`src/rtl/ifft_stream_out.sv`:
```
// Converts a wide complex IFFT sample stream into rounded, saturated words
// with frame tagging and a small FIFO feeding a valid/ready output port.
module ifft_stream_out #(
   parameter int IW     = 21,
   parameter int OW     = 16,
   parameter int SHIFT  = 5,
   parameter int LGSIZE = 11,
   parameter int LGFIFO = 4
) (
   input  logic              i_clk,
   input  logic              i_reset,
   input  logic              i_ce,
   input  logic              i_sync,
   input  logic [2*IW-1:0]   i_sample,
   output logic              o_valid,
   input  logic              i_ready,
   output logic [2*OW-1:0]   o_data,
   output logic              o_last,
   output logic              o_overflow,
   output logic [1:0]        o_state
);

   localparam int DEPTH = 1 << LGFIFO;
   localparam logic signed [IW:0]  MAX_V = (IW+1)'(2**(OW-1) - 1);
   localparam logic signed [IW:0]  MIN_V = (IW+1)'(-(2**(OW-1)));
   localparam logic [SHIFT-1:0]    HALF  = SHIFT'(2**(SHIFT-1));
   localparam logic [LGSIZE-1:0]   LAST_IDX = '1;
   localparam logic [LGFIFO:0]     FULL_CNT = (LGFIFO+1)'(DEPTH);

   typedef enum logic [1:0] {
      HUNT = 2'd0,
      RUN  = 2'd1,
      DROP = 2'd2
   } state_t;

   // Round-half-to-even on the discarded bits, then clip to OW bits.
   function automatic logic [OW-1:0] round_sat(input logic [IW-1:0] x);
      logic signed [IW:0] xe;
      logic signed [IW:0] t;
      logic signed [IW:0] r;
      logic signed [IW:0] sat;
      logic [SHIFT-1:0]   d;
      logic               up;
      xe  = {x[IW-1], x};
      t   = xe >>> SHIFT;
      d   = x[SHIFT-1:0];
      up  = (d > HALF) || ((d == HALF) && t[0]);
      r   = t + (IW+1)'(up);
      if (r > MAX_V)
         sat = MAX_V;
      else if (r < MIN_V)
         sat = MIN_V;
      else
         sat = r;
      return OW'(sat);
   endfunction

   state_t              state, state_nx;
   logic [LGSIZE-1:0]   frame_cnt, frame_cnt_nx;
   logic [LGSIZE-1:0]   idx;
   logic                keep;

   logic                p_valid;
   logic                p_last;
   logic [2*OW-1:0]     p_data;

   logic [2*OW:0]       mem [DEPTH];
   logic [LGFIFO-1:0]   wr_ptr, rd_ptr;
   logic [LGFIFO:0]     count;
   logic                full, wr_en, rd_en, ovf_evt;
   logic [2*OW:0]       head;

   // Output port: a word transfers on a rising edge where o_valid && i_ready;
   // once o_valid is high, o_valid/o_data/o_last hold until that transfer.
   assign head    = mem[rd_ptr];
   assign o_valid = (count != '0);
   assign o_data  = head[2*OW-1:0];
   assign o_last  = o_valid && head[2*OW];
   assign o_state = state;

   assign full    = (count == FULL_CNT);
   assign rd_en   = o_valid && i_ready;
   assign wr_en   = p_valid && (!full || rd_en);
   assign ovf_evt = p_valid && full && !rd_en;

   always_ff @(posedge i_clk) begin
      if (i_reset) begin
         state     <= HUNT;
         frame_cnt <= '0;
      end else begin
         state     <= state_nx;
         frame_cnt <= frame_cnt_nx;
      end
   end

   always_comb begin
      state_nx     = state;
      frame_cnt_nx = frame_cnt;
      keep         = 1'b0;
      idx          = frame_cnt;
      case (state)
         HUNT, DROP: begin
            if (i_ce && i_sync) begin
               keep         = 1'b1;
               idx          = '0;
               frame_cnt_nx = LGSIZE'(1);
               state_nx     = RUN;
            end
         end
         RUN: begin
            if (i_ce) begin
               keep         = 1'b1;
               idx          = i_sync ? '0 : frame_cnt;
               frame_cnt_nx = idx + LGSIZE'(1);
            end
            if (ovf_evt)
               state_nx = DROP;
         end
         default: state_nx = HUNT;
      endcase
   end

   // Rounding stage: loads on i_ce, hands the word to the FIFO next cycle.
   always_ff @(posedge i_clk) begin
      if (i_reset) begin
         p_valid <= 1'b0;
      end else begin
         p_valid <= keep;
      end
      if (i_ce) begin
         p_data <= {round_sat(i_sample[2*IW-1:IW]), round_sat(i_sample[IW-1:0])};
         p_last <= keep && (idx == LAST_IDX);
      end
   end

   always_ff @(posedge i_clk) begin
      if (wr_en)
         mem[wr_ptr] <= {p_last, p_data};
   end

   always_ff @(posedge i_clk) begin
      if (i_reset) begin
         wr_ptr     <= '0;
         rd_ptr     <= '0;
         count      <= '0;
         o_overflow <= 1'b0;
      end else begin
         if (wr_en)
            wr_ptr <= wr_ptr + LGFIFO'(1);
         if (rd_en)
            rd_ptr <= rd_ptr + LGFIFO'(1);
         case ({wr_en, rd_en})
            2'b10:   count <= count + (LGFIFO+1)'(1);
            2'b01:   count <= count - (LGFIFO+1)'(1);
            default: count <= count;
         endcase
         if (ovf_evt)
            o_overflow <= 1'b1;
      end
   end

endmodule

```
`config.mk`:
```
export PLATFORM = sky130hd
export DESIGN_NAME = ifft_stream_out
export DESIGN_NICKNAME = d
export VERILOG_FILES = /design/src/rtl/ifft_stream_out.sv
export SDC_FILE = /design/constraint.sdc
export NUM_CORES = 1
export LEC_CHECK = 0
export BUFFER_PORTS_ARGS = -buffer_cell sky130_fd_sc_hd__clkbuf_2
export CAP_MARGIN = 10
export CORE_ASPECT_RATIO = 0.6
export CORE_MARGIN = 8
export CORE_UTILIZATION = 30
export DETAILED_ROUTE_END_ITERATION = 16
export MAX_ROUTING_LAYER = met4
export PLACE_DENSITY = 0.57
export SYNTH_ARGS = -nofsm -noshare
export SYNTH_HDL_FRONTEND = slang
export SYNTH_SLANG_ARGS = --single-unit
```
`constraint.sdc`:
```
create_clock -name i_clk -period 2.97 [get_ports i_clk]
set_input_delay 0.1485 -clock i_clk [delete_from_list [all_inputs] [get_ports i_clk]]
set_output_delay 0.1485 -clock i_clk [all_outputs]
set_load 0.05 [all_outputs]
```
# ---- Yosys cells after proc, flatten, opt, wreduce, memory -nomap -nowiden
# Memory sizes are Yosys's and may differ from the RTL's. A register that Yosys moved wholly into a read port is not among the register bits.
# Index checks and enable logic that the tools add are counted.
dict set report totals {
  ff_bits 61
  ramBits 528
  in_bits 47
  out_inout_bits 37
  word_cells 76
  n_memories 1
}
# name depth word_bits rd rd_ports_with_merged_regs write_ports line_no
set mem_list {}
lappend mem_list {mem 16 33 1 1 1 67} ;# logic [2*OW:0] mem [DEPTH];
dict set report classes {
  n_addsub 7
  order_cmp 6
  n_eq_ne 11
  muxes 20
  reduce_logical 21
}
# operator count
set op_table {}
lappend op_table {{2-to-1 mux 11 bit} 5}
lappend op_table {{case mux 11 bit (2 select lines)} 2}
lappend op_table {{adder 16 x 2 -> 17 bit} 2}
lappend op_table {{greater-than comparator 17 x 16 -> 1 bit, second input constant} 2}
lappend op_table {{< comparator 17 x 16 -> 1 bit, second input constant} 2}
lappend op_table {{2-to-1 mux 16 bit} 2}
lappend op_table {{== test 5 bit, second input constant} 3}
lappend op_table {{adder 11 x 1 -> 11 bit, second input constant} 1}
lappend op_table {{== test 11 bit, second input constant} 1}
lappend op_table {{greater-than comparator 5 bit, second input constant} 2}
lappend op_table {{case mux 5 bit (2 select lines)} 1}
lappend op_table {{logical AND 1 bit} 9}
lappend op_table {{adder 4 x 1 -> 4 bit, second input constant} 2}
lappend op_table {{2-to-1 mux 4 bit} 2}
lappend op_table {{inequality test 2 bit, second input constant} 3}
lappend op_table {{adder 5 x 1 -> 5 bit, second input constant} 1}
lappend op_table {{nonzero test 5 bit} 1}
lappend op_table {{subtractor 5 x 1 -> 5 bit, second input constant} 1}
lappend op_table {{== test 2 x 1 -> 1 bit, second input constant} 2}
lappend op_table {{== test 2 bit, second input constant} 2}
lappend op_table {{2-to-1 mux 1 bit} 4}
lappend op_table {{2-to-1 mux 2 bit} 2}
lappend op_table {{case mux 2 bit (2 select lines)} 1}
lappend op_table {{nonzero test 2 bit} 2}
lappend op_table {{other kinds (7)} 10}

# ---- Depth between registers and ports, before layout
dict set report logic_depth {
  ltp_word 6
  mapped_depth 11
  mapped_depth_nobuf 10
}

# ---- Worst setup path after synthesis
# No wires, ideal clock.
dict set report synth_timing {
  path_kind {register to register}
  from {register count[0]}
  to {register count[4]}
  setup_ps 121
  arrival_time_ps 2780
  required_ps 2849
  setup_slack_ps 69
  stages_incl_launch_ff 12
  n_path_buf 1
  period_less_slack_ps 2901
  cell_sequence {dfxtp_1 > or4_1 > buf_2 > o21a_4 > clkinv_2 > ha_1 > inv_1 > fa_1 > nand2b_1 > a21oi_1 > mux2i_1 > mux2_2}
}
dict set report synth_between {
  elab_chain_len 6
  elab_cells_between_ends 12
  classes_between {add/sub: 2; eq/ne: 3; mux: 1; reduce/logical: 6}
}
# element line_no
set synth_lines {}
lappend synth_lines {{start, declared} 69} ;# logic [LGFIFO:0] count;
lappend synth_lines {{start signal, assigned} 153} ;# 2'b10: count <= count + (LGFIFO+1)'(1);
lappend synth_lines {{start signal, assigned} 154} ;# 2'b01: count <= count - (LGFIFO+1)'(1);
lappend synth_lines {{start signal, assigned} 155} ;# default: count <= count;
lappend synth_lines {{== test 5 bit or nonzero test 5 bit (tied branches)} {81, 76}}
lappend synth_lines {{logical NOT 1 bit or logical AND 1 bit (tied branches)} {83, 82}}
lappend synth_lines {{logical OR 1 bit} 83} ;# assign wr_en = p_valid && (!full || rd_en);
lappend synth_lines {{logical AND 1 bit} 83}
lappend synth_lines {{== test 2 x 1 -> 1 bit or == test 2 bit (tied branches)} 152} ;# case ({wr_en, rd_en})
lappend synth_lines {{case mux 5 bit (2 select lines) or nonzero test 2 bit (tied branches)} n/a}
# Several ways; a longest one is shown, not always the timed one.
# A chain may end at the register's enable or synchronous reset.

# ---- Worst setup path in the final report
# Ends and elaborated chain as after synthesis.

==> flow_metrics.env <==
export IMPL_die_area_mm2=0.0868
export IMPL_cts_tree="yes"
export IMPL_rsz0062_at_grt="no"
export IMPL_htreeDepth=2
export IMPL_synth_nets=1239
export IMPL_first_iter_violations=1011
export IMPL_overflow=0
export IMPL_p_per_area_mw_per_mm2=720
export IMPL_status="finished, final reports clean"
export IMPL_synth_area_leaders="edfxtp_1 73%, mux4_2 13%, dfxtp_1 2.8%"
export IMPL_ant_nets=0
export IMPL_drive_above_1_share_pct=28.0
export IMPL_cp_start_kind="flop"
export IMPL_tightest_slew_ns=0.758
export IMPL_initial_core_util_pct=30.1
export IMPL_row_count=79
export IMPL_finalMaxSlewViolations=0
export IMPL_numPortBuffers=83
export IMPL_grt_first_pass_wirelength_mm=80.7
export IMPL_place_congestion=0.734
export IMPL_first_pass_iters=5
export IMPL_async_reset_ff_share_pct=0
export IMPL_clk_path_buf_depth=3
export IMPL_synthFlopType="edfxtp_1"
export IMPL_cp_cell_sequence="or4_4 -> o21a_4 -> clkinv_2 -> ha_1 -> inv_1 -> fa_1 -> nand2b_1 -> a21oi_1 -> mux2i_1 -> mux2_2"
export IMPL_clock_latency_ns=0.58
export IMPL_diodes=0
export IMPL_min_period_ns=2.85
export IMPL_drc=0
export IMPL_grtUsageMet2_pct=19.2
export IMPL_grt_use_total_pct=12.7
export IMPL_worstSetupPathType="reg -> reg"
export IMPL_core_mm2=0.0770
export IMPL_setup_violations=0
export IMPL_crit_required_ns=3.44
export IMPL_slowest_stage="or4_4"
export IMPL_areaGrowthSynthToFinish_pct=18.3
export IMPL_worst_path_buf_inv=2
export IMPL_ys_types=58
export IMPL_max_slew_margin_rel_pct=49.5
export IMPL_ios=84
export IMPL_arrival_ns=3.32
export IMPL_synth_seq_cells=593
export IMPL_cap_violations=0
export IMPL_irDropWorstVdd_uv=410
export IMPL_synth_edf_count=561
export IMPL_post_place_ws_ns=0.0633
export IMPL_timing_fmax_mhz=351
export IMPL_layout_nets=1412
export IMPL_via_per_inst=4.91
export IMPL_num_fill_cells=7067
export IMPL_dr_total_vias=11800
export IMPL_post_dp_hpwl_mm=31.7
export IMPL_fin_hold_ws_ns=0.0169
export IMPL_root_buffer="clkbuf_16"
export IMPL_final_util_pct=35.6
export IMPL_syn_area_per_cell_um2=19.6
export IMPL_regArea_mm2=0.0175
export IMPL_die_y_um=231
export IMPL_synthCells=1181
export IMPL_drt_wl_total_mm=54.7
export IMPL_first_global_vias=12100
export IMPL_syn_area_mm2=0.0232
export IMPL_synth_top_area_share_pct=72.6
export IMPL_clock_skew_ns=0.0117
export IMPL_numCtsBuffers=54
export IMPL_synth_seq_area_share_pct=75.4
export IMPL_synth_top_area_cell="edfxtp_1"
export IMPL_p_leak_nw=8.74
export IMPL_multi_input_area_mm2=0.00540
export IMPL_setup_slack_ns=0.120
export IMPL_power_mw=19.8
export IMPL_layout_worst_path_cycle_share_pct=96.0
export IMPL_worstSetupEndpointType="flop"
export IMPL_die_x_um=375
export IMPL_clk_pin_slew_ns=0.06
export IMPL_finalHoldViolCount=0
export IMPL_ys_warn_count=0
export IMPL_min_delay_path_class="in -> reg"
export IMPL_post_drt_wl_per_cell_um=22.8
export IMPL_grt_max_degree=43
export IMPL_grt_use_met3_pct=2.42
export IMPL_tns_ns=0
export IMPL_critPathTopFamily="simple AND/OR/NAND/NOR gates"
export IMPL_clock_sinks=593
export IMPL_antenna_found_initial=0
export IMPL_max_stage_delay_ns=0.57
export IMPL_worstPathMaxFanout=4
export IMPL_gr_usage_met1_pct=18.1
export IMPL_grt_most_used_layer="met2"
==> cells in the final DEF, fill, tap and decap left out, types with 5 or more instances in the layout <==
cell,synthesis,layout
mux4_2,130,130
buf_12,0,19
nand2_1,74,74
clkinv_1,0,10
a22oi_1,65,65
nand3b_1,6,6
nor2b_1,9,7
bufinv_16,0,6
buf_4,2,38
nor2_1,40,39
ha_1,10,10
xnor2_1,9,9
mux2i_1,7,7
nor3_1,12,12
clkbuf_16,0,58
edfxtp_1,561,561
nand3_1,11,11
xor2_1,9,9
inv_1,21,21
and2_2,0,9
and3_1,11,7
dlygate4sd3_1,0,33
and3_2,1,5
a311oi_1,5,5
o21ai_0,15,15
dfxtp_1,32,29
clkinv_2,1,9
a21oi_1,20,20
nor4_1,5,5
clkbuf_1,29,9
o211ai_1,5,5
clkbuf_2,0,83
mux2_2,6,6
==> cell families after synthesis <==
family	synth area share [%]
DFF	75.4
AOI/OAI and AO/OA	3.93
muxes	13.3
and+or+nand+nor	4.57
xor gates and xnor gates	0.680
buffers and inverters	1.56
adders and majority gates	0.626
==> sequential cells by signal (all words and copies together), names as in the netlist, named ones only <==
name and flops:
o_state 2, p_valid 1, p_data 32, rd_ptr 4
mem 528, count 5, p_last 1, o_overflow 1
frame_cnt 11, wr_ptr 4
==> metal layers <==
layer  share of wire (%)  vias up
met5                   0        -
met4                 1.2        0
met3                 5.6       61
met2                  45      318
met1                  48     6255
li1                    -     5182
==> worst register-to-register path: stages (launching register included) <==
cell and delay, ns:
dfxtp_1 0.34, or4_4 0.57, o21a_4 0.24, clkinv_2 0.05, ha_1 0.17, inv_1 0.07, fa_1 0.39, nand2b_1 0.16
a21oi_1 0.17, mux2i_1 0.23, mux2_2 0.36
==> final cells by class <==
cell class,count,area share (%)
clock inverter,29,1.08
clock buffer,66,5.32
inverter,22,0.305
sequential,593,63.7
tap,1012,4.61
timing repair buffer,175,5.27
multi-input combinational,508,19.7
==> power breakdown <==
part	total [mW]	leakage, nW	internal (mW)	switching (mW)
clock	7.00	0.858	4.00	3.00
combinational	3.20	2.54	1.40	1.80
sequential	9.55	5.33	9.33	0.221
==> through the flow <==
step                      area (µm²)  std cells
after floorplan                23200       1181
after global placement         25300       2272
after detailed placement       25300       2272
after CTS                      27400       2401
after global routing           27400       2405
final                          27400       2405
==> synth_stat cells, types with 10 or more instances <==
| cell | number |
|---|---|
| nor3_1 | 12 |
| edfxtp_1 | 561 |
| and3_1 | 11 |
| and2_1 | 10 |
| o21ai_0 | 15 |
| inv_1 | 21 |
| buf_2 | 18 |
| ha_1 | 10 |
| mux4_2 | 130 |
| nor2_1 | 40 |
| a22oi_1 | 65 |
| clkbuf_1 | 29 |
| nand2_1 | 74 |
| dfxtp_1 | 32 |
| a21oi_1 | 20 |
| nand3_1 | 11 |
==> final timing paths <==
path / slack, ns / depth (start not counted) / startpoint / to
setup / recovery: 0.12 / 10 / count[0]$_SDFFE_PP0P_ / count[4]$_SDFFE_PP0P_
setup reg to reg: 0.12 / 10 / count[0]$_SDFFE_PP0P_ / count[4]$_SDFFE_PP0P_
hold reg to reg: 0.48 / 2 / o_overflow$_SDFFE_PP0P_ / o_overflow$_SDFFE_PP0P_
hold / removal: 0.02 / 3 / i_sample[10] / p_data[5]$_SDFFCE_PN1P_
==> timing repair <==
action                                  4_1_cts  5_1_grt
resized for setup                             2        1
hold buffers                                 33        0
buffers inserted                              1        4
hold endpoints to repair                     27        0
endpoints found under the setup margin       29       21
(Power assumes the default switching activity.)
